File: config.mk
export PLATFORM = sky130hd
export DESIGN_NAME = mem_port_arbiter
export DESIGN_NICKNAME = d
export VERILOG_FILES = /design/src/rtl/mem_port_arbiter.sv
export SDC_FILE = /design/constraint.sdc
export NUM_CORES = 1
export LEC_CHECK = 0
export ABC_AREA = 1
export ABC_CLOCK_PERIOD_IN_PS = 4600
export CORE_MARGIN = 2
export CORE_UTILIZATION = 39
export DETAILED_ROUTE_END_ITERATION = 6
export PLACE_DENSITY = 0.87
export RECOVER_POWER = 50
export SLEW_MARGIN = 15
export SYNTH_ARGS = -nofsm -noshare
export SYNTH_HDL_FRONTEND = slang
export SYNTH_SLANG_ARGS = --single-unit
File: constraint.sdc
create_clock -name clk -period 4.6 [get_ports clk]
set_input_delay 1.38 -clock clk [delete_from_list [all_inputs] [get_ports clk]]
set_output_delay 1.38 -clock clk [all_outputs]
set_load 0.005 [all_outputs]
File: src/rtl/mem_port_arbiter.sv
// Single memory port shared by instruction fetch and load/store: one transaction
// in flight, data-first priority with a fetch starvation guard and a watchdog abort.
module mem_port_arbiter #(
    parameter int ADDR_W     = 32,
    parameter int DATA_W     = 32,
    parameter int STARVE_LIM = 4,
    parameter int TIMEOUT    = 255
) (
    input  logic              clk,
    input  logic              rst,
    input  logic              if_req,
    input  logic [ADDR_W-1:0] if_addr,
    output logic              if_ack,
    output logic [DATA_W-1:0] if_rdata,
    input  logic              d_req,
    input  logic              d_we,
    input  logic [ADDR_W-1:0] d_addr,
    input  logic [DATA_W-1:0] d_wdata,
    input  logic [3:0]        d_be,
    output logic              d_ack,
    output logic [DATA_W-1:0] d_rdata,
    output logic              mem_req,
    output logic              mem_we,
    output logic [ADDR_W-1:0] mem_addr,
    output logic [DATA_W-1:0] mem_wdata,
    output logic [3:0]        mem_be,
    input  logic              mem_gnt,
    input  logic              mem_rvalid,
    input  logic [DATA_W-1:0] mem_rdata,
    output logic              stall_if,
    output logic              stall_mem,
    output logic              err
);
    localparam int SV_W = $clog2(STARVE_LIM + 1);
    localparam int TO_W = $clog2(TIMEOUT + 1);
    localparam logic [SV_W-1:0] STARVE_MAX = SV_W'(STARVE_LIM);
    localparam logic [TO_W-1:0] TO_LAST    = TO_W'(TIMEOUT - 1);

    typedef enum logic [1:0] {IDLE, ADDR, RESP} stateT;

    stateT             state;
    logic              ownerData;
    logic              memReqQ;
    logic              weQ;
    logic [ADDR_W-1:0] addrQ;
    logic [DATA_W-1:0] wdataQ;
    logic [3:0]        beQ;
    logic              errQ;
    logic [SV_W-1:0]   starveCnt;
    logic [TO_W-1:0]   toCnt;

    logic fetchForced;
    logic grantData;
    logic respDone;
    logic timeoutHit;
    logic done;

    assign fetchForced = if_req && (starveCnt == STARVE_MAX);
    assign grantData   = d_req && !fetchForced;
    assign respDone    = (state == RESP) && mem_rvalid;
    // The watchdog fires on the TIMEOUT-th cycle spent in ADDR/RESP.
    assign timeoutHit  = (state != IDLE) && (toCnt == TO_LAST);
    assign done        = respDone || timeoutHit;

    assign if_ack    = done && !ownerData;
    assign d_ack     = done && ownerData;
    assign if_rdata  = (if_ack && respDone) ? mem_rdata : '0;
    assign d_rdata   = (d_ack && respDone) ? mem_rdata : '0;
    assign stall_if  = if_req && !if_ack;
    assign stall_mem = d_req && !d_ack;

    assign mem_req   = memReqQ;
    assign mem_we    = weQ;
    assign mem_addr  = addrQ;
    assign mem_wdata = wdataQ;
    assign mem_be    = beQ;
    assign err       = errQ || timeoutHit;

    always_ff @(posedge clk or posedge rst) begin
        if (rst) begin
            state     <= IDLE;
            ownerData <= 1'b0;
            memReqQ   <= 1'b0;
            weQ       <= 1'b0;
            addrQ     <= '0;
            wdataQ    <= '0;
            beQ       <= '0;
            errQ      <= 1'b0;
            starveCnt <= '0;
            toCnt     <= '0;
        end else begin
            case (state)
                IDLE: begin
                    if (d_req || if_req) begin
                        state     <= ADDR;
                        memReqQ   <= 1'b1;
                        toCnt     <= '0;
                        ownerData <= grantData;
                        if (grantData) begin
                            weQ    <= d_we;
                            addrQ  <= d_addr;
                            wdataQ <= d_wdata;
                            beQ    <= d_be;
                            if (if_req && (starveCnt != STARVE_MAX))
                                starveCnt <= starveCnt + 1'b1;
                        end else begin
                            weQ       <= 1'b0;
                            addrQ     <= if_addr;
                            wdataQ    <= '0;
                            beQ       <= 4'hF;
                            starveCnt <= '0;
                        end
                    end
                end
                ADDR: begin
                    toCnt <= toCnt + 1'b1;
                    if (timeoutHit) begin
                        state   <= IDLE;
                        memReqQ <= 1'b0;
                        errQ    <= 1'b1;
                    end else if (mem_gnt) begin
                        state   <= RESP;
                        memReqQ <= 1'b0;
                    end
                end
                RESP: begin
                    toCnt <= toCnt + 1'b1;
                    if (respDone) begin
                        state <= IDLE;
                    end else if (timeoutHit) begin
                        state <= IDLE;
                        errQ  <= 1'b1;
                    end
                end
                default: state <= IDLE;
            endcase
        end
    end
endmodule

## Yosys cells after proc, flatten, opt, wreduce, memory -nomap -nowiden

Index checks and enable logic that the tools add are counted.
Widths: inputs -> output; s select.

| word-level totals | value |
|---|---|
| bits in latches | 0 |
| output and inout bits | 139 |
| memory bits (writable) | 0 |
| register bits | 85 |
| ROM bits | 0 |
| memories kept | 0 |

| operators by class | value |
|---|---|
| shifts and indexed selects | 0 |
| $mul | 0 |
| $lt $le $gt $ge | 0 |
| reduce and logical (&&, ||, !) cells | 30 |
| multiplexer cells | 23 |
| equal/unequal tests | 10 |
| divide/modulo/power cells | 0 |
| bitwise operators | 0 |
| $add $sub $neg | 2 |

Operator list:

| kind | number |
|---|---|
| $mux 32 | 4 |
| $pmux 8 s2 | 1 |
| $logic_and 1x1->1 | 11 |
| $mux 2 | 5 |
| $ne 3x3->1 const B | 3 |
| $reduce_and 3->1 | 3 |
| $add 8x1->8 const B | 1 |
| $eq 8x8->1 const B | 1 |
| $mux 8 | 1 |
| $reduce_bool 2->1 | 4 |
| $mux 1 | 6 |
| $mux 3 | 2 |
| $pmux 2 s3 | 1 |
| $reduce_and 2->1 | 3 |
| $logic_not 1->1 | 4 |
| $mux 4 | 1 |
| $ne 2x2->1 const B | 2 |
| $pmux 1 s2 | 2 |
| $add 3x1->3 const B | 1 |
| $eq 3x3->1 const B | 1 |
| $logic_or 1x1->1 | 3 |
| $eq 2x1->1 const B | 1 |
| $eq 2x2->1 const B | 1 |
| $logic_not 2->1 | 1 |
| 2 further kinds | 2 |

## Depth between registers and ports, before layout

| logic depth | value |
|---|---|
| depth after elaboration | 6 |
| gate-level depth with buffers | 11 |

## Worst setup path after synthesis

OpenSTA, ideal clock, no wires.

| path | value |
|---|---|
| kind | input -> output |
| start | in mem_rvalid |
| end | out d_rdata[10] |
| arrival | 2009 ps |
| path buffers | 1 |
| stages | 5 |
| data required time | 3220 ps |
| setup slack | 1211 ps |
| cell sequence | nand2_1 -> inv_1 -> nand2_1 -> clkbuf_1 -> nor2_1 |

| between the ends | value |
|---|---|
| cells in the longest elaborated chain, start to end | 5 |

Ends and longest elaborated chain:

| element | line | text |
|---|---|---|
| start: declaration | 28 | `input logic mem_rvalid,` |
| $logic_and 1x1->1 (*) | 60 | `assign respDone = (state == RESP) && mem_rvalid;` |
| $logic_or 1x1->1 | 63 | `assign done = respDone \|\| timeoutHit;` |
| $logic_and 1x1->1 | 66 | `assign d_ack = done && ownerData;` |
| $logic_and 1x1->1 (*) | 68 | `assign d_rdata = (d_ack && respDone) ? mem_rdata : '0;` |
| $mux 32 (*) | 68 |  |
| end: declaration | 21 | `output logic [DATA_W-1:0] d_rdata,` |

Every way passes the cells marked *; elsewhere a longest branch is shown, timed or not.

## Final worst setup path

| path | value |
|---|---|
| start | in mem_rvalid |
| end | out d_rdata[5] |

Same word-level chain as after synthesis.

==> qor.csv <==
stage,metric,value,unit
status,status,finished with violations,
status,failing checks,"capacitance limit, slew limit",
logic_synthesis,dominant cell type by area after synthesis,dfrtp_1,
timing,hold slack,0.482,ns
timing,relative slew slack,-18.7,%
min_path,WHS Endpoint,errQ,
route,1st-pass router iterations,4,
route,Total Wirelength,14200,microns
power_and_ir_drop,Int Pwr,2.21,mW
worst_setup_path,crit path max-delay cell type,clkdlybuf4s50_1,
logic_synthesis,"Avg Cell Area, Syn",8.53,sq um
clock_tree,Root Buffer,clkbuf_8,
placed_design,routability cong.,0.819,
clock_tree,deepest clock path buffer count,2,
power_and_ir_drop,Clk pwr share,15.7,%
logic_synthesis,Synth Warn #,0,
worst_setup_path,"Max FO, Critical Path",32,
power_and_ir_drop,pwr/cell area,476,nW/um^2
layout,most frequent cells in the layout,"clkdlybuf4s50_1 (210), nor2_1 (104), dfrtp_1 (85), a21oi_1 (70), dlygate4sd3_1 (67)",
worst_setup_path,worst path cell trace,clkdlybuf4s50_1 -> nand2_1 -> inv_1 -> nand2_1 -> buf_4 -> nor2_1 -> clkdlybuf4s50_1,
timing,"Period Utilization, post-route",96.1,%
power_and_ir_drop,Worst VDD drop,319,uV
die,IO Pins,278,
global_routing,largest net degree at the start of global routing,52,
timing,Worst Tran Pin Value,1.78,ns
timing,Fin Clk Skew,0.0100,ns
logic_synthesis,share of the synthesized area in the top cell type,51.5,%
power_and_ir_drop,Sw Pwr,1.20,mW
power_and_ir_drop,Logic pwr share,47.8,%
logic_synthesis,Synth area leaders,"dfrtp_1 (51%), nor2_1 (9.5%), a21oi_1 (8.5%)",
logic_synthesis,Netlist Area Pre-Place,4130,sq um
global_routing,GRT Util Overall,25.0,%
route,Avg Vias per Cell,4.90,
timing,final setup TNS,0,ns
logic_synthesis,sequential cell area fraction in the yosys report,51.5,%
layout,area delta synth->final,73.3,%
layout,Final nets,900,
layout,ANT cells,0,
power_and_ir_drop,Pleak,3.24,nW
route,Initial DRC Count,317,
global_routing,GRT overflow,0,
clock_tree,TritonCTS buffer count,9,
timing,top achievable clock speed,226,MHz
worst_setup_path,element type at the critical path end,output pin,
die,Initial Util,40.0,%
route,Post-route DRC,0,
placed_design,I/O Buffers,277,
min_path,HP Start,errQ,
min_path,hold depth,2,
power_and_ir_drop,part of the power in registers,36.5,%
timing,"Slew Viols, Final",70,
worst_setup_path,FF-to-FF End,mem_addr[12],
timing,minimum clock period,4.42,ns
clock_tree,postcts setup bufs,0,
die,Core Region,10300,sq um
clock_tree,CTS sink cnt,85,
clock_tree,clock-pin slew on the worst setup and hold paths,0.08,ns
worst_setup_path,CP Data Required Time,3.22,ns
logic_synthesis,number of synthesized register bits,85,
timing,RSZ-0062 raised after global routing,false,
die,Die ar.,11400,sq um
worst_setup_path,CP max stage delay,0.53,ns
job,max-cap violations,2,
layout,share of cells above drive strength 1,3.84,%
clock_tree,Max H-tree Level,3,
clock_tree,CTS resizes,0,
power_and_ir_drop,sw frac,35.3,%
clock_tree,TritonCTS clock tree,yes,
placed_design,Post-DP HPWL,11100,microns
logic_synthesis,Yosys cell types,25,
global_routing,vias in the first global route,4556,
worst_setup_path,crit path launch type,input port,
logic_synthesis,Mapped Cells,484,
timing,Final Hold Viols,0,
global_routing,initial antenna violation count,0,
die,Rows,37,
min_path,Hold WC Path Type,register to register,
clock_tree,hold buffer count at CTS,0,
route,WL/cell,15.9,microns
worst_setup_path,worst r2r path cells,8,
timing,final setup vio count,0,
worst_setup_path,WS Path Type,input port to output pin,
die,Die X-Extent,107,microns
worst_setup_path,"Arr. time, crit path",3.04,ns
layout,"most common cell after layout, fill and taps aside",clkdlybuf4s50_1,
clock_tree,Clock Latency Late Sink,0.35,ns
route,vias post-DR,4373,
die,Die Y-Extent,107,microns
route,Routed Antenna Nets,0,
logic_synthesis,Mapped Nets,631,
worst_setup_path,r2r setup slk,1.45,ns
global_routing,first-pass GRT wire length,22500,microns
worst_setup_path,worst reg2reg startpoint,starveCnt[0],
==> worst max path at each step <==
stage                           from     endpoint  slack (ns)  cells after the start
after floorplan                  rst         errQ        1.03                      1
after global placement    mem_rvalid  d_rdata[19]        0.29                      7
after detailed placement  mem_rvalid   d_rdata[5]        0.20                      7
after CTS                 mem_rvalid   d_rdata[5]        0.20                      7
after global routing      mem_rvalid   d_rdata[5]        0.08                      7
final                     mem_rvalid   d_rdata[5]        0.18                      7
==> sequential cells by signal, summed over array words and instances, names as in the netlist, 2 cells and up <==
register,cells
mem_addr,32
mem_be,4
mem_wdata,32
starveCnt,3
state,2
toCnt,8
==> through the flow <==
step / utilization (%) / cells / instance area [sq um] / setup WS [ns] / total power [mW]
after floorplan: - / 484 / 4130 / 1.03 / 2.05
after global placement: 67.5 / 878 / 6970 / 0.293 / 2.92
after detailed placement: 67.5 / 878 / 6970 / 0.199 / 3.00
after CTS: 69.4 / 892 / 7170 / 0.198 / 3.55
after global routing: 69.3 / 892 / 7160 / 0.0830 / 3.66
final: 69.3 / 892 / 7160 / 0.181 / 3.41
==> metal layers <==
layer | routed length, microns | global-route usage [%] | share of wire (%)
met1 | 5360 | 28.1 | 38
met2 | 7240 | 44.2 | 51
met3 | 1050 | 6.75 | 7.4
met4 | 546 | 11.6 | 3.8
met5 | 0 | 0 | 0
==> power groups by stage <==
stage | sequential, mW | clock [mW] | combinational, mW
after floorplan | 1.27 | 0 | 0.783
after global routing | 1.29 | 0.582 | 1.79
final | 1.24 | 0.534 | 1.63
after global placement | 1.25 | 0 | 1.67
after detailed placement | 1.26 | 0 | 1.74
after CTS | 1.26 | 0.548 | 1.74
==> cells in the mapped netlist, drive strengths merged <==
| cell type | instances |
|---|---|
| xor2 | 2 |
| dfrtp | 85 |
| a21boi | 1 |
| nand3b | 1 |
| buf | 17 |
| nand4 | 8 |
| a31oi | 1 |
| nand2 | 61 |
| nor2 | 106 |
| o22a | 4 |
| ha | 8 |
| a21oi | 70 |
| nand3 | 9 |
| inv | 57 |
| clkbuf | 9 |
| a22o | 33 |
| o21a | 1 |
| o21ai | 11 |
==> cell families (layout without fill, tap and decap cells) <==
logic type	Yosys count	in the layout	synth area share, %
and+or+nand+nor	185	185	18.2
xor gates and xnor gates	2	2	0.424
DFF	85	85	51.5
adders and majority gates	8	8	2.42
AOI/OAI and AO/OA	121	121	18.4
buffers and inverters	83	355	9.03
==> final cells by class <==
| type | count | area (sq um) |
|---|---|---|
| Multi-Input combinational cell | 316 | 1630 |
| Sequential cell | 85 | 2130 |
| Inverter | 57 | 215 |
| Tap cell | 136 | 170 |
| Fill cell | 787 | 3170 |
| Clock buffer | 13 | 169 |
| Clock inverter | 1 | 30.0 |
| Timing Repair Buffer | 284 | 2820 |
==> worst max-delay path: cells and delay by family <==
family | cells | cell delay, ns
buffers and inverters | 4 | 1.30
AND/OR/NAND/NOR | 3 | 0.35
Note: power is estimated with default switching activity, not from simulation.
==> edit (same flow settings) <==
`ADDR_W`: 32 -> 28.
--- a/src/rtl/mem_port_arbiter.sv
+++ b/src/rtl/mem_port_arbiter.sv
@@ -2,5 +2,5 @@
 // in flight, data-first priority with a fetch starvation guard and a watchdog abort.
 module mem_port_arbiter #(
-    parameter int ADDR_W     = 32,
+    parameter int ADDR_W     = 28,
     parameter int DATA_W     = 32,
     parameter int STARVE_LIM = 4,
Interface: changed (resized d_addr, if_addr and mem_addr); port bits go from 278 to 266. The function was not compared with the original's and may differ.
==> edit against the original RTL <==
  * The run still ends with max-capacitance violations, max-slew violations left
  * Cell area decreased by 4.0%
  * Sequential cell count decreased by 4
  * Total power decreased by 4.3%
  * Sequential power decreased by 4%
  * Register-to-register slack improved by 970 ps
  * Synthesized area decreased by 4.8%
  * Routed wire length increased by 0.68%
  * Combinational power decreased by 6%
  * First-iteration DRC count decreased by 14%
  * Worst setup slack got worse by 33 ps
  * Largest cell class unchanged
==> edit: results <==
set metrics [dict create \
    cts.repair.resized 0 \
    vias_per_cell 5.01 \
    ir_drop_v 0.000328 \
    io_buffer_count 265 \
    maxSlewViolCount 65 \
    yosys-top-cells-area "dfrtp_1, nor2_1, a21oi_1" \
    hold_slack_ps 480 \
    relSlewSlack -0.584 \
    drive_gt1_frac 0.0356 \
    rr_endpoint "mem_addr[0]" \
    track_usage 0.262 \
    cap_violations 1 \
    netlist_top_cells_count "nor2_1, dfrtp_1, a21oi_1" \
    ff2ff_setup_slack_ps 2420 \
    p_sw_frac 0.359 \
    wl_per_cell_um 16.6 \
    grt_max_degree 65 \
    syn_nets 604 \
    gp_congestion 0.924 \
    violations "max-capacitance violations, max-slew violations" \
    arrival_ps 3070 \
    min_from "errQ" \
    first_iter_violations 272 \
    leakage_nw 3.13 \
    clk_latency_ps 350 \
    num-nets-final 864 \
    hold_depth 2 \
    synth.distinct_cells 24 \
    grt_first_pass_wirelength_mm 22.5 \
    yosysSeqAreaShare 0.516 \
    finClkSkew_ps 5.36 \
    status "finished with violations" \
]
==> edit: power by group through the flow <==
stage / clock network (mW) / logic, mW / registers (mW)
global placement: 0 / 1.60 / 1.20
detailed placement: 0 / 1.64 / 1.20
finish: 0.528 / 1.54 / 1.19
CTS: 0.538 / 1.65 / 1.20
floorplan: 0 / 0.721 / 1.21
global route: 0.569 / 1.70 / 1.23
==> edit: through the flow <==
| stage | util | setup slack [ps] | power [mW] | area [um^2] | instances |
|---|---|---|---|---|---|
| 4_1_cts | 0.704 | 236 | 3.39 | 6880 | 863 |
| 2_1_floorplan | - | 1140 | 1.93 | 3930 | 465 |
| 3_5_place_dp | 0.684 | 246 | 2.85 | 6680 | 847 |
| 3_3_place_gp | 0.684 | 264 | 2.79 | 6680 | 847 |
| 5_1_grt | 0.703 | 82.4 | 3.50 | 6870 | 863 |
| 6_report | 0.703 | 148 | 3.26 | 6870 | 863 |
==> edit: layout make-up <==
cell class                      instances  area share
Clock buffer                           12      0.0211
Clock inverter                          4     0.00747
Inverter                               57      0.0311
Multi-Input combinational cell        303       0.227
Sequential cell                        81       0.295
Tap cell                              133      0.0242
Timing Repair Buffer                  273       0.394
==> edit: worst max path at each step <==
stage	end	slack, ps	cells past startpoint
after detailed placement	if_rdata[23]	250	7
after floorplan	errQ	1140	1
after CTS	if_rdata[23]	240	7
final	if_rdata[23]	150	7
after global routing	if_rdata[23]	80	7
after global placement	d_rdata[11]	260	7
==> edit: layer usage <==
metal | up-vias | GRT usage | part of all wire
li1 | 2027 | - | -
met1 | 2031 | 0.297 | 0.39
met2 | 218 | 0.451 | 0.50
met3 | 46 | 0.0614 | 0.064
met4 | 0 | 0.149 | 0.052
met5 | - | 0 | 0
==> edit: kinds of logic (layout without fill, tap and decap cells) <==
| group | after synthesis | in the layout | share of synthesized area |
|---|---|---|---|
| adders and majority gates | 8 | 8 | 0.0255 |
| AOI/OAI and AO/OA | 112 | 112 | 0.182 |
| DFF | 81 | 81 | 0.516 |
| buffers and inverters | 81 | 346 | 0.0875 |
| and+or+nand+nor | 181 | 181 | 0.185 |
| xor gates and xnor gates | 2 | 2 | 0.00446 |
==> edit: worst max-delay path, cell delays in order <==
cell and delay [ps]:
dlygate4sd3_1 530, nand2_1 100, inv_1 90, nand2_1 50
buf_4 230, nor2_1 160, clkdlybuf4s50_1 530
